--- src/rtl/counter_sequencer.sv ---
// Command-driven master for the up/down counter: LOAD/CLEAR/RAMP over valid/ready,
// steps the counter toward a target and reports done, err and the step count.
module counter_sequencer #(
    parameter int WIDTH = 4
) (
    input  logic             clk,
    input  logic             rst,
    input  logic             cmd_valid,
    output logic             cmd_ready,
    input  logic [1:0]       cmd_op,
    input  logic [WIDTH-1:0] cmd_data,
    output logic             load_n,
    output logic [WIDTH-1:0] data_load,
    output logic             ce,
    output logic             up_down,
    input  logic [WIDTH-1:0] count_out,
    input  logic             max_count,
    input  logic             zero,
    output logic             done,
    output logic             err,
    output logic [WIDTH:0]   step_count
);

    localparam logic [1:0] OP_LOAD  = 2'b00;
    localparam logic [1:0] OP_RAMP  = 2'b01;
    localparam logic [1:0] OP_CLEAR = 2'b10;

    typedef enum logic [1:0] {S_IDLE, S_LOAD, S_RAMP, S_DONE} state_t;

    state_t           state_q;
    logic [1:0]       op_q;
    logic [WIDTH-1:0] target_q;
    logic [WIDTH-1:0] data_load_q;
    logic             load_n_q;
    logic             up_down_q;
    logic             done_q;
    logic             err_q;
    logic [WIDTH:0]   step_q;
    logic [WIDTH:0]   step_count_q;
    logic             ce_d;

    // The counter flags do not influence sequencing.
    logic unused_flags;
    assign unused_flags = &{1'b0, max_count, zero};

    // Stop stepping once the step register saturates at 2^WIDTH (timeout).
    assign ce_d = (state_q == S_RAMP) && (count_out != target_q) && !step_q[WIDTH];

    always_ff @(posedge clk) begin
        if (rst) begin
            state_q      <= S_IDLE;
            op_q         <= OP_LOAD;
            target_q     <= '0;
            data_load_q  <= '0;
            load_n_q     <= 1'b1;
            up_down_q    <= 1'b0;
            done_q       <= 1'b0;
            err_q        <= 1'b0;
            step_q       <= '0;
            step_count_q <= '0;
        end else begin
            case (state_q)
                S_IDLE: begin
                    done_q <= 1'b0;
                    err_q  <= 1'b0;
                    if (cmd_valid) begin
                        op_q     <= cmd_op;
                        target_q <= cmd_data;
                        case (cmd_op)
                            OP_LOAD: begin
                                data_load_q <= cmd_data;
                                load_n_q    <= 1'b0;
                                state_q     <= S_LOAD;
                            end
                            OP_CLEAR: begin
                                data_load_q <= '0;
                                load_n_q    <= 1'b0;
                                state_q     <= S_LOAD;
                            end
                            OP_RAMP: begin
                                up_down_q <= (cmd_data > count_out);
                                step_q    <= '0;
                                state_q   <= S_RAMP;
                            end
                            default: begin
                                done_q  <= 1'b1;
                                err_q   <= 1'b1;
                                state_q <= S_DONE;
                            end
                        endcase
                    end
                end
                S_LOAD: begin
                    load_n_q <= 1'b1;
                    done_q   <= 1'b1;
                    err_q    <= 1'b0;
                    state_q  <= S_DONE;
                end
                S_RAMP: begin
                    if (ce_d) step_q <= step_q + 1'b1;
                    if (count_out == target_q) begin
                        done_q  <= 1'b1;
                        err_q   <= 1'b0;
                        state_q <= S_DONE;
                    end else if (step_q[WIDTH]) begin
                        done_q  <= 1'b1;
                        err_q   <= 1'b1;
                        state_q <= S_DONE;
                    end
                end
                S_DONE: begin
                    done_q <= 1'b0;
                    err_q  <= 1'b0;
                    if (op_q == OP_RAMP) step_count_q <= step_q;
                    state_q <= S_IDLE;
                end
                default: state_q <= S_IDLE;
            endcase
        end
    end

    assign cmd_ready  = (state_q == S_IDLE) && !rst;
    assign load_n     = load_n_q;
    assign data_load  = data_load_q;
    assign ce         = ce_d;
    assign up_down    = up_down_q;
    assign done       = done_q;
    assign err        = err_q;
    assign step_count = step_count_q;

endmodule

--- config.mk ---
export PLATFORM = sky130hd
export DESIGN_NAME = counter_sequencer
export DESIGN_NICKNAME = d
export VERILOG_FILES = /design/src/rtl/counter_sequencer.sv
export SDC_FILE = /design/constraint.sdc
export NUM_CORES = 1
export LEC_CHECK = 0
export CAP_MARGIN = 20
export CELL_PAD_IN_SITES_DETAIL_PLACEMENT = 1
export CELL_PAD_IN_SITES_GLOBAL_PLACEMENT = 1
export CORE_ASPECT_RATIO = 1.4
export CORE_UTILIZATION = 35
export DETAILED_ROUTE_END_ITERATION = 12
export HOLD_SLACK_MARGIN = 0.12
export PLACE_DENSITY_LB_ADDON = 0.1
export SETUP_SLACK_MARGIN = 0.2
export SLEW_MARGIN = 10
export SYNTH_ARGS = -nofsm -noshare
export SYNTH_HDL_FRONTEND = slang
export SYNTH_SLANG_ARGS = --single-unit
--- constraint.sdc ---
create_clock -name clk -period 2.42 [get_ports clk]
set_input_delay 0.242 -clock clk [delete_from_list [all_inputs] [get_ports clk]]
set_output_delay 0.242 -clock clk [all_outputs]
set_load 0.02 [all_outputs]
# After elaboration in Yosys (flattened, before gate mapping)
# Cells that the tools add are included.
# totals
register_bits	26
output_inout_bits	15
wordCells	65
in_bits	15
# op_classes
reduce_logical	20
n_eq_ne	13
n_addsub	1
order_cmp	1
n_mux	20
# op_table
operator	n
$mux W5	3
$pmux W5 S2	1
$reduce_and A3 Y1	3
$pmux W2 S4	1
$pmux W4 S2	1
$mux W1	7
$eq A2 B1 Y1 const B	3
$eq A2 B2 Y1 const B	3
$mux W2	3
$ne A2 B2 Y1 const B	3
$reduce_and A2 Y1	3
$reduce_bool A2 Y1	3
$add A5 B1 Y5 const B	1
$eq A4 B4 Y1	1
$gt A4 B4 Y1	1
$logic_not A2 Y1	2
$ne A4 B4 Y1	1
$pmux W1 S4	1
$pmux W2 S2	1
$reduce_and A4 Y1	1
$reduce_or A2 Y1	2
$logic_and A1 B1 Y1	3
$ne A3 B2 Y1 const B	1
$pmux W1 S3	1
4 further kinds	5

# Logic depth before layout (Yosys ltp)
# depth
depth_word	5
ltp_mapped	8
mapped_depth_nobuf	6

# Worst setup path after synthesis
# No wires, ideal clock.
# synth_timing
path_kind	flip-flop to flip-flop
startpoint	register state_q[0]
endpoint	register done_q (netlist: done)
setup_time_ns	0.128
slack_ns	0.593
t_arrival_ns	1.699
path_stages_with_launch	8
path_buffers	1
synth_period_minus_slack_ns	1.827
t_required_ns	2.292
path_cell_list	dfxtp_1 > inv_1 > ha_1 > buf_2 > nand2b_1 > a41oi_1 > mux2i_1 > nor2_1
# synth_between
elab_chain_len	2
elab_cells_between_ends	6
cone_classes	4 x eq/ne; 1 x mux; 1 x reduce/logical
# synth_rtl
item	line_no	rtl
start: declaration	30	state_t state_q;
start signal: assignment	51	state_q <= S_IDLE;
start signal: assignment	73	state_q <= S_LOAD;
start signal: assignment	78	state_q <= S_LOAD;
$eq A2 B2 Y1, or another cell as far along	62	case (state_q)
$pmux W1 S4 or $ne A3 B2 Y1 (tied branches)	-	
end signal: assignment	57	done_q <= 1'b0;
end signal: assignment	64	done_q <= 1'b0;
end signal: assignment	86	done_q <= 1'b1;
end: declaration	36	logic done_q;
# Parallel ways exist; a longest one is shown, timed or not.
# A chain may end at the register's enable or synchronous reset.

# Worst setup path in the final report
# layout_timing
startpoint	register state_q[0]
endpoint	output port cmd_ready
# layout_between
elab_chain_len	2
# layout_rtl
item	line_no	rtl
$logic_not A2 Y1	122	assign cmd_ready = (state_q == S_IDLE) && !rst;
$logic_and A1 B1 Y1	122	
end: declaration	9	output logic cmd_ready,
# Every way passes these cells.

==> results.toml <==
[yosys]
synth_fp_nets = 186
syn_inst = 161
synth_cell_type_count = 35
yosys.area.top_type = "dfxtp_1"
avgSynthCellArea_sq_um = 8.52
netlist_top_cells_area = "dfxtp_1 38%, ha_1 9.1%, nand2_1 6.0%"
ys_seq_elements = 26
synthFlopType = "dfxtp_1"
seq_area_frac_synth = 0.380
netlist_area_sq_mm = 0.00137
synth_top_cell_area_share = 0.380
synth_edf_count = 0
yosys_warnings = 0
async_flop_share = 0

[power]
irDropWorstVdd_v = 0.000530
power_mw = 1.41
leakage_nw = 0.723
p_per_area_mw_per_mm2 = 793

[timing]
min_period_ns = 2.09
tns_ns = 0
fmax_mhz = 478
finalCritPeriodShare = 0.865
setup_viol = 0
grt_setup_unrepaired = "no"
worstMarginPinSlew_ns = 0.402
hold_violations = 0
timing.slew.headroom = 0.731
maxSlewViolCount = 0
whs_ns = 0.459
finalWorstSetupSlack_ns = 0.326
clock_skew_ns = 0.00645

[cts]
clk_pin_slew_ns = 0.10
cts-buffers-inserted = 3
clkSinkCount = 26
clock_latency_ns = 0.28
postCtsHoldBufs = 0
cts_setup_buffers = 0
cts_tree = "done"
cts_buffer_depth = 2
cts_root_buf = "clkbuf_8"
h-tree-depth = 1

[critical_path]
required_ns = 2.18
end_kind = "primary output"
crit_start = "state_q[0]$_SDFFE_PP0P_"
r2r_start = "state_q[0]$_SDFFE_PP0P_"
cp_max_fo = 9
worst-setup-path-type = "register to primary output"
worst_ep_arrival_time_ns = 1.85
cp-start-kind = "register"

[status]
status = "complete, no violations"

[final_layout]
finalInstanceArea_sq_mm = 0.00178
mostFrequentLayoutCells = "26 x dfxtp_1, 26 x clkdlybuf4s50_1, 22 x nand2_1"
diodes = 0
synthToLayoutAreaGrowth_pct = 29.8
nFillCells = 460
layout.nets = 218
drive_above_1_share = 0.0729
fin_util = 0.480
final_cells = 234

[placement]
place_ws_ns = 0.228
dpl.hpwl_um = 2820
dpl_cell_area_sq_mm = 0.00171
io_buffer_count = 27
dpl.cell_count = 230
gp_congestion = 0.821

[grt]
grt_pass1_vias = 1305
antenna_found_initial = 0
grt-ovfl-total = 0
grt_pass1_wl_um = 6150
grt_max_degree = 29
grt_use_total = 0.197

[floorplan]
die_x_um = 54.9
die_area_sq_mm = 0.00418
io_pins = 30
die_y_um = 76.1
rows = 26
core-area_sq_mm = 0.00371
start_util = 0.370

[drt]
dr_total_vias = 1257
wirelength_um = 3630
via_per_inst = 5.37
wl_per_cell_um = 15.5
drc = 0
drtIter0Drc = 5
drtAntennaViolNets = 0
dr.pass1.iters = 3

[worst_hold_path]
min_from = "data_load[3]$_SDFFE_PP0P_"
hold_path.class = "register to register"

[run]
cap_violations = 0
-- what timing repair did --
action,CTS,global route
endpoints found under the setup margin,2,1
gates resized for setup,2,1
pin swaps,0,0
-- critical path, cell delays in order, from the launching register on --
cell	delay [ns]
dfxtp_1	0.34
inv_1	0.16
ha_4	0.23
inv_1	0.12
nor2_1	0.11
clkdlybuf4s50_1	0.60
-- path summary, 6_finish.rpt --
check | depth (start not counted) | slack, ns | to
worst min register to register | 2 | 0.46 | data_load[3]$_SDFFE_PP0P_
worst max register to register | 6 | 0.46 | step_q[3]$_SDFFE_PP0P_
worst max-delay path | 5 | 0.33 | cmd_ready
worst min-delay path | 2 | 0.46 | data_load[3]$_SDFFE_PP0P_
-- sequential cells by signal (all words and copies together) (netlist names) --
name,flops
up_down,1
step_q,5
load_n,1
data_load,4
op_q,2
done,1
step_count,5
state_q,2
target_q,4
err,1
-- cell usage after synthesis, types with 4 or more instances --
library cell  instances
clkbuf_1              4
inv_1                 9
a21oi_1              14
nor2_1               15
ha_1                 10
nand2_1              22
or4_1                 4
dfxtp_1              26
nand3b_1              5
mux2i_1               7
xnor2_1               4
-- cell type report --
type                    instances  area, sq um  area share
well taps                      42         52.6      0.0295
inverters                       9         33.8      0.0190
repair buffers                 33          314       0.176
flip-flops and latches         26          520       0.292
clock buffers                   4         55.1      0.0309
multi-input cells             120          805       0.452
-- metal layers --
layer	part of all wire	wire length, um	global-route usage
met2	0.53	1920	0.355
met3	0.024	88	0.0259
met1	0.43	1570	0.225
met5	0	0	0
met4	0.015	55	0.0600
-- cell families after synthesis --
| kind of cell | synth area share |
|---|---|
| buffers and inverters | 0.0429 |
| xor gates and xnor gates | 0.0255 |
| AOI/OAI and AO/OA | 0.165 |
| DFF | 0.380 |
| muxes | 0.0511 |
| adders and majority gates | 0.0912 |
| and+or+nand+nor | 0.245 |
-- where the power goes --
group          total [mW]  internal, mW  switching (mW)
Clock               0.292         0.146           0.146
Sequential          0.516         0.480          0.0359
Combinational       0.605         0.256           0.349
Power figures use the tool's default switching activity.
==> RTL edit, RTL diff (config.mk and constraints unchanged) <==
Register the output `err` once more; this adds one clock of latency there. The other outputs are not delayed to match.
--- a/src/rtl/counter_sequencer.sv
+++ b/src/rtl/counter_sequencer.sv
@@ -126,5 +126,7 @@
     assign up_down    = up_down_q;
     assign done       = done_q;
-    assign err        = err_q;
+    always_ff @(posedge clk) begin
+        err <= err_q;
+    end
     assign step_count = step_count_q;
 
Behaviour: not the same (Yosys sat finds a counterexample within 4 cycles, from zero or initial values and one cycle with rst high).
==> RTL edit against the unedited design <==
- setup slack lost 0.0035 ns
- sequential cell count increased by 1
- routed wire length up 2.1%
- combinational power rose by 3%
- largest cell class unchanged
- maximum frequency down 0.17%
- sequential power is 4.3% higher
- cell area grew 1.4%
- critical endpoint unchanged
- final cell count shrank 0.43%
- utilization grew 0.25 points
- area after synthesis is 2.7% higher
- register-to-register slack improved by 0.14 ns
- power is 0.66% higher
- non-clock buffer count unchanged
==> RTL edit: results (changes against the unedited design) <==
<table>
<tr><th>Metric</th><th>Value</th></tr>
<tr><th colspan="2">Status</th></tr>
<tr><td>Status</td><td>finished, final reports clean</td></tr>
<tr><th colspan="2">Yosys</th></tr>
<tr><td>Mean instance size in the synthesized netlist</td><td>8.751 µm² (+2.7%)</td></tr>
<tr><td>Post-Synth XOR/XNOR Area</td><td>3.552% (+1.0 points)</td></tr>
<tr><td>Post-synth top cells</td><td>dfxtp_1, nand2_1, a21oi_1</td></tr>
<tr><td>Distinct cell type count of the synthesized netlist</td><td>40 (+14%)</td></tr>
<tr><td>Flip-flop and latch count after synthesis</td><td>27 (+3.8%)</td></tr>
<tr><td>Fraction of synthesized area in multiplexers</td><td>4.973% (-0.14 points)</td></tr>
<tr><th colspan="2">Placed design</th></tr>
<tr><td>Sum of net half-perimeters after detailed placement</td><td>2889 µm (+2.5%)</td></tr>
<tr><td>Gp weighted congestion</td><td>0.8210 (about the same)</td></tr>
<tr><td>Area of placed instances</td><td>1745 µm² (+1.8%)</td></tr>
<tr><td>Placed cells</td><td>229 (-0.43%)</td></tr>
<tr><th colspan="2">Pwr</th></tr>
<tr><td>Int Power</td><td>880.7 µW (about the same)</td></tr>
<tr><td>Maximum resistive drop on vdd</td><td>0.6589 mV (+24%)</td></tr>
<tr><th colspan="2">GRT</th></tr>
<tr><td>Met2 capacity usage during global routing</td><td>34.58% (-0.96 points)</td></tr>
<tr><td>GR met1 Demand/Resource</td><td>19.81% (-2.7 points)</td></tr>
<tr><td>Vias in the first global route</td><td>1338 (+2.5%)</td></tr>
<tr><td>Overall routing resource usage</td><td>18.36% (-1.4 points)</td></tr>
<tr><td>First-pass GRT wire length</td><td>6223 µm (+1.1%)</td></tr>
<tr><td>Met3 demand-to-capacity share in global routing</td><td>2.698% (+0.10 points)</td></tr>
<tr><th colspan="2">Setup path</th></tr>
<tr><td>FF-to-FF End</td><td>state_q[0]</td></tr>
<tr><th colspan="2">Finish</th></tr>
<tr><td>Combined flip-flop and latch cell area</td><td>540.5 µm² (+3.8%)</td></tr>
<tr><td>Fin nets</td><td>217 (-0.46%)</td></tr>
<tr><td>Fraction of layout instances using a drive strength above 1</td><td>7.853% (+0.56 points)</td></tr>
<tr><th colspan="2">Route</th></tr>
<tr><td>Average routed wire per standard cell</td><td>15.90 µm (+2.5%)</td></tr>
<tr><td>Met2 layer wire length in the routed design</td><td>2032 µm (+5.9%)</td></tr>
<tr><td>Routed length on met1</td><td>1510 µm (-3.6%)</td></tr>
<tr><td>Initial DRC count</td><td>24 (+19)</td></tr>
<tr><td>Total iterations of the first detailed-routing run</td><td>4 (+1)</td></tr>
<tr><td>Average via count per standard cell</td><td>5.558 (+3.5%)</td></tr>
<tr><th colspan="2">Hold path</th></tr>
<tr><td>Hold_sp</td><td>err_q</td></tr>
</table>
[RTL edit: power by group through the flow]
| stage | clock network (µW) | logic, µW | registers [µW] |
|---|---|---|---|
| 3_5_place_dp | 0 | 591 | 550 |
| 6_report | 262 | 621 | 538 |
| 3_3_place_gp | 0 | 567 | 544 |
| 2_1_floorplan | 0 | 357 | 563 |
| 4_1_cts | 270 | 601 | 539 |
| 5_1_grt | 287 | 681 | 546 |
[RTL edit: worst min path at each step]
stage               slack (ns)  cells after the start  end
detailed placement        0.35                      0  err
global placement          0.34                      0  err
CTS                       0.36                      0  err
global route              0.38                      0  err
finish                    0.36                      0  err
floorplan                 0.33                      0  err
[RTL edit: area by class of cell]
| type | instances | area share, % |
|---|---|---|
| Sequential cell | 27 | 29.94 |
| Timing Repair Buffer | 33 | 17.60 |
| Inverter | 10 | 2.079 |
| Clock buffer | 4 | 2.495 |
| Multi-Input combinational cell | 117 | 44.98 |
| Tap cell | 42 | 2.911 |
